### config.mk
export PLATFORM = sky130hd
export DESIGN_NAME = writeback_queue
export DESIGN_NICKNAME = d
export VERILOG_FILES = /design/src/rtl/writeback_queue.sv
export SDC_FILE = /design/constraint.sdc
export NUM_CORES = 1
export LEC_CHECK = 0
export CAP_MARGIN = 30
export CORE_MARGIN = 3
export CORE_UTILIZATION = 60
export CTS_BUF_LIST = sky130_fd_sc_hd__clkbuf_4
export CTS_CLUSTER_DIAMETER = 150
export DETAILED_ROUTE_END_ITERATION = 7
export PLACE_DENSITY = 0.88
export SLEW_MARGIN = 20
export SYNTH_ARGS = -nofsm -noshare
export SYNTH_HDL_FRONTEND = slang
export SYNTH_SLANG_ARGS = --single-unit
### constraint.sdc
create_clock -name clk -period 3.5 [get_ports clk]
set_clock_uncertainty 0.05 [all_clocks]
set_input_delay 0.7 -clock clk [delete_from_list [all_inputs] [get_ports clk]]
set_output_delay 0.7 -clock clk [all_outputs]
set_load 0.02 [all_outputs]
### src/rtl/writeback_queue.sv
`default_nettype none
// ============================================================================
// Module   : writeback_queue
// Purpose  : Write-side companion of the register file. Buffers ALU results
//            in a small in-order FIFO and drives the single register-file
//            write port, oldest entry first. Writes to register 0 are
//            accepted but dropped, since that register is hardwired to zero.
//            A per-register "pending" vector lets hazard logic see which
//            registers still have a write in flight.
// Revision : 1.0 - initial release
// ----------------------------------------------------------------------------
// Ports
//   clk        in   single clock, all state updates on rising edge
//   rst_n      in   synchronous active-low reset
//   in_valid   in   producer offers a result
//   in_ready   out  queue can accept a result (registered state + rst_n only)
//   in_rd      in   destination register index
//   in_data    in   result value
//   RegWrite   out  register-file write enable (queue not empty)
//   WriteAddr  out  register-file write index (head entry, 0 when empty)
//   WriteData  out  register-file write data  (head entry, 0 when empty)
//   wr_stall   in   register-file write port busy this cycle
//   pending    out  bit r set = a write to register r is still queued
//   count      out  number of queued entries
// ============================================================================
module writeback_queue #(
   parameter int DEPTH  = 4,
   parameter int DATA_W = 32,
   parameter int ADDR_W = 5
) (
   input  logic                      clk,
   input  logic                      rst_n,
   input  logic                      in_valid,
   output logic                      in_ready,
   input  logic [ADDR_W-1:0]         in_rd,
   input  logic [DATA_W-1:0]         in_data,
   output logic                      RegWrite,
   output logic [ADDR_W-1:0]         WriteAddr,
   output logic [DATA_W-1:0]         WriteData,
   input  logic                      wr_stall,
   output logic [(2**ADDR_W)-1:0]    pending,
   output logic [$clog2(DEPTH):0]    count
);

   localparam int c_PTR_W = $clog2(DEPTH);
   localparam int c_CNT_W = c_PTR_W + 1;
   localparam int c_NREG  = 2**ADDR_W;
   localparam logic [c_CNT_W-1:0] c_DEPTH = c_CNT_W'(DEPTH);

   // -------------------------------------------------------------------------
   // Queue state
   // -------------------------------------------------------------------------
   logic [ADDR_W-1:0]  addr_q [DEPTH];
   logic [DATA_W-1:0]  data_q [DEPTH];
   logic [DEPTH-1:0]   valid_q, valid_d;
   logic [c_PTR_W-1:0] head_q,  head_d;
   logic [c_PTR_W-1:0] tail_q,  tail_d;
   logic [c_CNT_W-1:0] count_q, count_d;

   logic w_full;
   logic w_accept;
   logic w_enq;
   logic w_deq;
   logic w_nonempty;

   assign w_full     = (count_q == c_DEPTH);
   assign w_nonempty = (count_q != '0);

   // Readiness depends only on registered occupancy and reset, so a full
   // queue refuses a result even on a cycle where it is also draining.
   assign in_ready = rst_n & ~w_full;
   assign w_accept = in_valid & in_ready;

   // Register 0 is never written: complete the handshake but store nothing.
   assign w_enq = w_accept & (in_rd != '0);

   // wr_stall is meaningless while empty; the nonempty term masks it.
   assign w_deq = w_nonempty & ~wr_stall;

   // -------------------------------------------------------------------------
   // Next-state logic for pointers, occupancy and entry valid bits
   // -------------------------------------------------------------------------
   always_comb begin
      head_d  = head_q;
      tail_d  = tail_q;
      count_d = count_q;
      valid_d = valid_q;

      if (w_deq) begin
         valid_d[head_q] = 1'b0;
         head_d          = head_q + 1'b1;   // power-of-two depth wraps naturally
      end

      // Enqueue can only happen when not full, so tail never equals a live
      // head slot here and the clear above cannot be overridden wrongly.
      if (w_enq) begin
         valid_d[tail_q] = 1'b1;
         tail_d          = tail_q + 1'b1;
      end

      case ({w_enq, w_deq})
         2'b10:   count_d = count_q + 1'b1;
         2'b01:   count_d = count_q - 1'b1;
         default: count_d = count_q;
      endcase
   end

   always_ff @(posedge clk) begin
      if (!rst_n) begin
         head_q  <= '0;
         tail_q  <= '0;
         count_q <= '0;
         valid_q <= '0;
      end else begin
         head_q  <= head_d;
         tail_q  <= tail_d;
         count_q <= count_d;
         valid_q <= valid_d;
      end
   end

   // Payload storage needs no reset: slots are only observed while valid.
   always_ff @(posedge clk) begin
      if (w_enq) begin
         addr_q[tail_q] <= in_rd;
         data_q[tail_q] <= in_data;
      end
   end

   // -------------------------------------------------------------------------
   // Register-file write port: head entry, forced to zero when empty
   // -------------------------------------------------------------------------
   assign RegWrite  = w_nonempty;
   assign WriteAddr = w_nonempty ? addr_q[head_q] : '0;
   assign WriteData = w_nonempty ? data_q[head_q] : '0;
   assign count     = count_q;

   // -------------------------------------------------------------------------
   // Pending vector: OR of per-entry index matches over live entries only.
   // Duplicate writes to one register keep the bit set until the last one
   // leaves, because every live match contributes.
   // -------------------------------------------------------------------------
   generate
      for (genvar r = 0; r < c_NREG; r++) begin : g_pend
         if (r == 0) begin : g_zero
            assign pending[r] = 1'b0;
         end else begin : g_reg
            logic [DEPTH-1:0] w_hit;
            for (genvar e = 0; e < DEPTH; e++) begin : g_ent
               assign w_hit[e] = valid_q[e] & (addr_q[e] == ADDR_W'(r));
            end
            assign pending[r] = |w_hit;
         end
      end
   endgenerate

endmodule
`default_nettype wire

# == Word level (Yosys, flattened, before mapping) ==
# Memories as Yosys holds them, arrays and structs flattened. A register that Yosys moved wholly into a read port is not among the register bits.
# Index checks and enable logic that the tools add are counted.
# op_classes
magnitude_cmp,4
n_mux,15
n_addsub,4
n_eq_ne,127
bitwise_logic,133
n_reduce_logical,36
# ops
cell,count
== test 5 bit (second input constant),64
== test 5 x 4 -> 1 bit (second input constant),32
bitwise AND 1 bit,128
OR reduction 4 bit,31
== test 5 x 3 -> 1 bit (second input constant),16
== test 5 x 2 -> 1 bit (second input constant),8
2-to-1 mux 32 bit,1
== test 5 x 1 -> 1 bit (second input constant),4
2-to-1 mux 2 bit,4
2-to-1 mux 4 bit,2
less-than comparator 2 x 3 -> 1 bit (second input constant),2
one-hot mux 3 bit (2 select lines),1
2-to-1 mux 5 bit,1
nonzero test 5 bit,1
adder 2 x 1 -> 2 bit (second input constant),2
bitwise AND 4 bit,1
demux 1 bit (select 2 bit),2
greater-or-equal comparator 2 x 1 -> 1 bit (second input constant),2
2-to-1 mux 1 bit,4
inverter 4 bit,1
bitwise OR 4 bit,1
adder 3 x 1 -> 3 bit (second input constant),1
== test 3 bit (second input constant),1
nonzero test 3 bit,1
other kinds (6),8
# word_totals
mem_bits_rw,148
word_cells,325
mem_count,2
out_inout_bits,74
reg_bits,11
# mem_list
name,words,width,rd,rd_ports_with_merged_regs,wr,line_no,source
data_q,4,32,1,1,1,54,logic [DATA_W-1:0] data_q [DEPTH];
addr_q,4,5,5,1,1,53,logic [ADDR_W-1:0] addr_q [DEPTH];

# == Depth between registers and ports, before layout ==
# logic_depth
word_depth,9
mapped_depth,11

# == Worst setup path after synthesis ==
# OpenSTA, ideal clock, no wires.
# synth_path
path_type,input port to flip-flop
from,input in_rd[1]
to,register count_q[2] (netlist: count[2])
setup_slack_ps,898
stages,11
t_required_ps,3374
arrival_ps,2477
n_path_buf,1
cell_sequence,nor3_1 nand2_1 and4_1 buf_2 inv_1 ha_1 inv_1 fa_1 xor2_1 or3_1 a21boi_0
# synth_between
elab_chain_cells,4
word_cells_on_any_way,6
# synth_lines
element,line_no,source
start: declaration,35,"input logic [ADDR_W-1:0] in_rd,"
nonzero test 5 bit (*),75,assign w_enq = w_accept & (in_rd != '0);
bitwise AND 1 bit (*),75,
== test 2 x 1 -> 1 bit or == test 2 bit (tied branches),101,"case ({w_enq, w_deq})"
one-hot mux 3 bit (2 select lines) or nonzero test 2 bit (tied branches),-,
end signal: assignment,117,count_q <= count_d;
end: declaration,58,"logic [c_CNT_W-1:0] count_q, count_d;"
# Every way passes the cells marked *; elsewhere a longest branch is shown, timed or not.
# A chain may end at the register's enable or synchronous reset.

==> results.json <==
{
  "irDropWorstVdd_v": 0.0005344,
  "intPower_uw": 3679,
  "dp_cells": 694,
  "synth_cell_types": 45,
  "clock_latency_ns": 0.54,
  "seqPwrFrac_pct": 42.2,
  "cp_slowest_stage_delay_ns": 0.64,
  "crit_path_end_kind": "primary output",
  "path_clk_slew_ns": 0.13,
  "drt_iter0_drc": 694,
  "critPathMaxFanout": 10,
  "dr.pass1.iters": 5,
  "wl_per_cell_um": 22.48,
  "cts.sinks": 161,
  "p_sw_share_pct": 33.54,
  "critical_path_class": "reg -> out",
  "synthArstFlopShare_pct": 0,
  "htreeDepth": 4,
  "portBuffers": 113,
  "place.gp.congestion": 0.9695,
  "globalRouteTotalUtil_pct": 25.80,
  "pwr-share-comb_pct": 37.5,
  "yosysWarnings": 0,
  "period_minus_slack_ns": 3.366,
  "p_sw_uw": 1856,
  "die_area_um2": 13420,
  "worst_pin_slew_ns": 0.6341,
  "crit_family": "buffers and inverters",
  "nets": 624,
  "hpwl_um": 11560,
  "layout_common_cells": "edfxtp_1, clkdlybuf4s50_1, nor2b_1, mux4_2, o221ai_1",
  "grt_pass1_vias": 4792,
  "cp_data_arrival_time_ns": 2.62,
  "ios": 115,
  "syn_area_um2": 7241,
  "reg2reg_slack_ns": 0.87,
  "ant_nets": 0,
  "drc": 0,
  "grt_pass1_wl_um": 25760,
  "setup_viol": 0,
  "rsz0062_at_grt": "no",
  "critical_path_buf_inv_count": 2,
  "start_util_pct": 62.35,
  "fin_cells": 729,
  "start_kind": "register",
  "multi_input_area_um2": 2375,
  "overflow": 0,
  "wl_um": 16390,
  "diodes": 0,
  "cts_tree": "done",
  "rows": 39,
  "fin_crit_sh_pct": 96.17,
  "leakage_uw": 0.002770,
  "critPathSlowestCell": "clkdlybuf4s50_1",
  "syn_area_per_cell_um2": 16.05,
  "synth_edf_count": 148,
  "drv_cap": 0,
  "fmax_mhz": 297.1,
  "hold_viol": 0,
  "crit_required_ns": 2.75,
  "clockPowerShare_pct": 20.3,
  "dr_total_vias": 4631,
  "hold_class": "reg -> reg",
  "ys_dominant_reg_cell": "edfxtp_1",
  "max_slew_margin_pct": 57.64,
  "synth_seq_cells": 161,
  "crit_path_cell_trace": "buf_4, nor2b_1, a22oi_1, o221ai_1, clkdlybuf4s50_1",
  "grt_max_degree": 41,
  "outcome": "finished clean",
  "regArea_um2": 4710,
  "via_per_inst": 6.353,
  "die_h_um": 115.9,
  "core_area_um2": 11610,
  "drive_gt1_share_pct": 16.89,
  "antenna_found_initial": 0,
  "final_common_cell": "edfxtp_1",
  "syn_inst": 451,
  "fillCellCount": 691,
  "syn-num-nets": 502,
  "syn_to_final_growth_pct": 23.03,
  "ctsHoldBuffers": 0,
  "maxSlewViolCount": 0,
  "numCtsBuffers": 17,
  "setup_tns_ns": 0,
  "die_w_um": 115.9,
  "fin_util_pct": 76.71,
  "cts_buffer_depth": 2,
  "power.density_nw_per_um2": 621.3,
  "cts_root_buffer": "clkbuf_4",
  "ys_seq_area_share_pct": 64.97
}
[power by group through the flow]
stage          Clock [µW]  Sequential (µW)  Combinational, µW
2_1_floorplan           0             2350               1240
3_3_place_gp            0             2360               2040
3_5_place_dp            0             2380               2080
4_1_cts              1150             2340               2100
5_1_grt              1220             2350               2220
6_report             1120             2340               2080
[worst reg2reg max path: cells and delay by family (launching register included)]
kind / cells / cell delay [ns]
compound gates: 1 / 0.16
xor+xnor: 1 / 0.17
fa+ha+maj: 2 / 0.63
buf+inv: 2 / 0.36
flops: 1 / 0.49
simple gates: 3 / 0.70
[synth_stat cells, types with 3 or more instances]
library cell,instances,area (µm²)
ha_1,9,112.6
o21ai_0,3,15.01
nand2b_1,10,62.56
edfxtp_1,148,4444
nor2_1,16,60.06
nand3_1,7,35.03
and2_1,10,62.56
a32oi_1,8,70.07
dfxtp_1,13,260.3
nor2b_1,48,300.3
nand2_1,21,78.83
buf_6,4,45.04
mux4_2,37,833.3
a22oi_1,18,135.1
nor3_1,4,20.02
inv_1,10,37.54
a32o_1,4,40.04
o22ai_1,3,18.77
o221ai_1,26,227.7
buf_2,5,25.02
a221o_1,5,50.05
clkbuf_1,13,48.80
[logic make-up (layout without fill, tap and decap cells)]
family                     after synthesis  count (layout)  synth area share, %
DFF                                    161             161                64.97
and+or+nand+nor                        131             131                10.26
AOI/OAI and AO/OA                       71              71                8.346
muxes                                   39              39                11.79
buffers and inverters                   35             170                2.385
adders and majority gates               10              10                1.832
xor gates and xnor gates                 3               3               0.3629
other                                    1               1              0.05179
[final cells by class]
cell class	instances	share of cell area, %
sequential	161	52.87
multi-input combinational	255	26.66
timing repair buffer	128	14.66
tap	143	2.008
clock inverter	15	1.952
clock buffer	17	1.433
inverter	10	0.4213
[layer usage]
layer / track usage (%) / part of all wire (%) / routed length [µm]
met3: 6.580 / 7.5 / 1231
met4: 11.29 / 2.3 / 384
met1: 31.88 / 38 / 6264
met5: 0 / 0 / 0
met2: 43.42 / 52 / 8509
[registers in the layout, indices dropped and copies added (netlist names), named ones only]
signal   count
data_q     128
addr_q      20
valid_q      4
count        3
head_q       2
tail_q       2
[path summary, 6_finish.rpt]
path | start | depth (start not counted) | end
min reg2reg | tail_q[1] | 2 | tail_q[1]
max | addr_q[2][3] | 5 | pending[21]
min | tail_q[1] | 2 | tail_q[1]
max reg2reg | count[2] | 9 | count[2]
[what timing repair did]
item	4_1_cts	5_1_grt
hold endpoints to repair	0	0
setup buffers	0	3
endpoints found under the setup margin	0	20
resized for setup	0	1
[stage by stage]
stage	power [µW]	hold WS (ns)	area (µm²)	worst slack, ns
2_1_floorplan	3594	0.4177	7241	0.8976
3_3_place_gp	4407	0.4428	8582	0.4216
3_5_place_dp	4461	0.4552	8582	0.3009
4_1_cts	5584	0.4733	8884	0.01389
5_1_grt	5800	0.5258	8909	0.002713
6_report	5535	0.4650	8909	0.1340
Power figures use the tool's default switching activity.
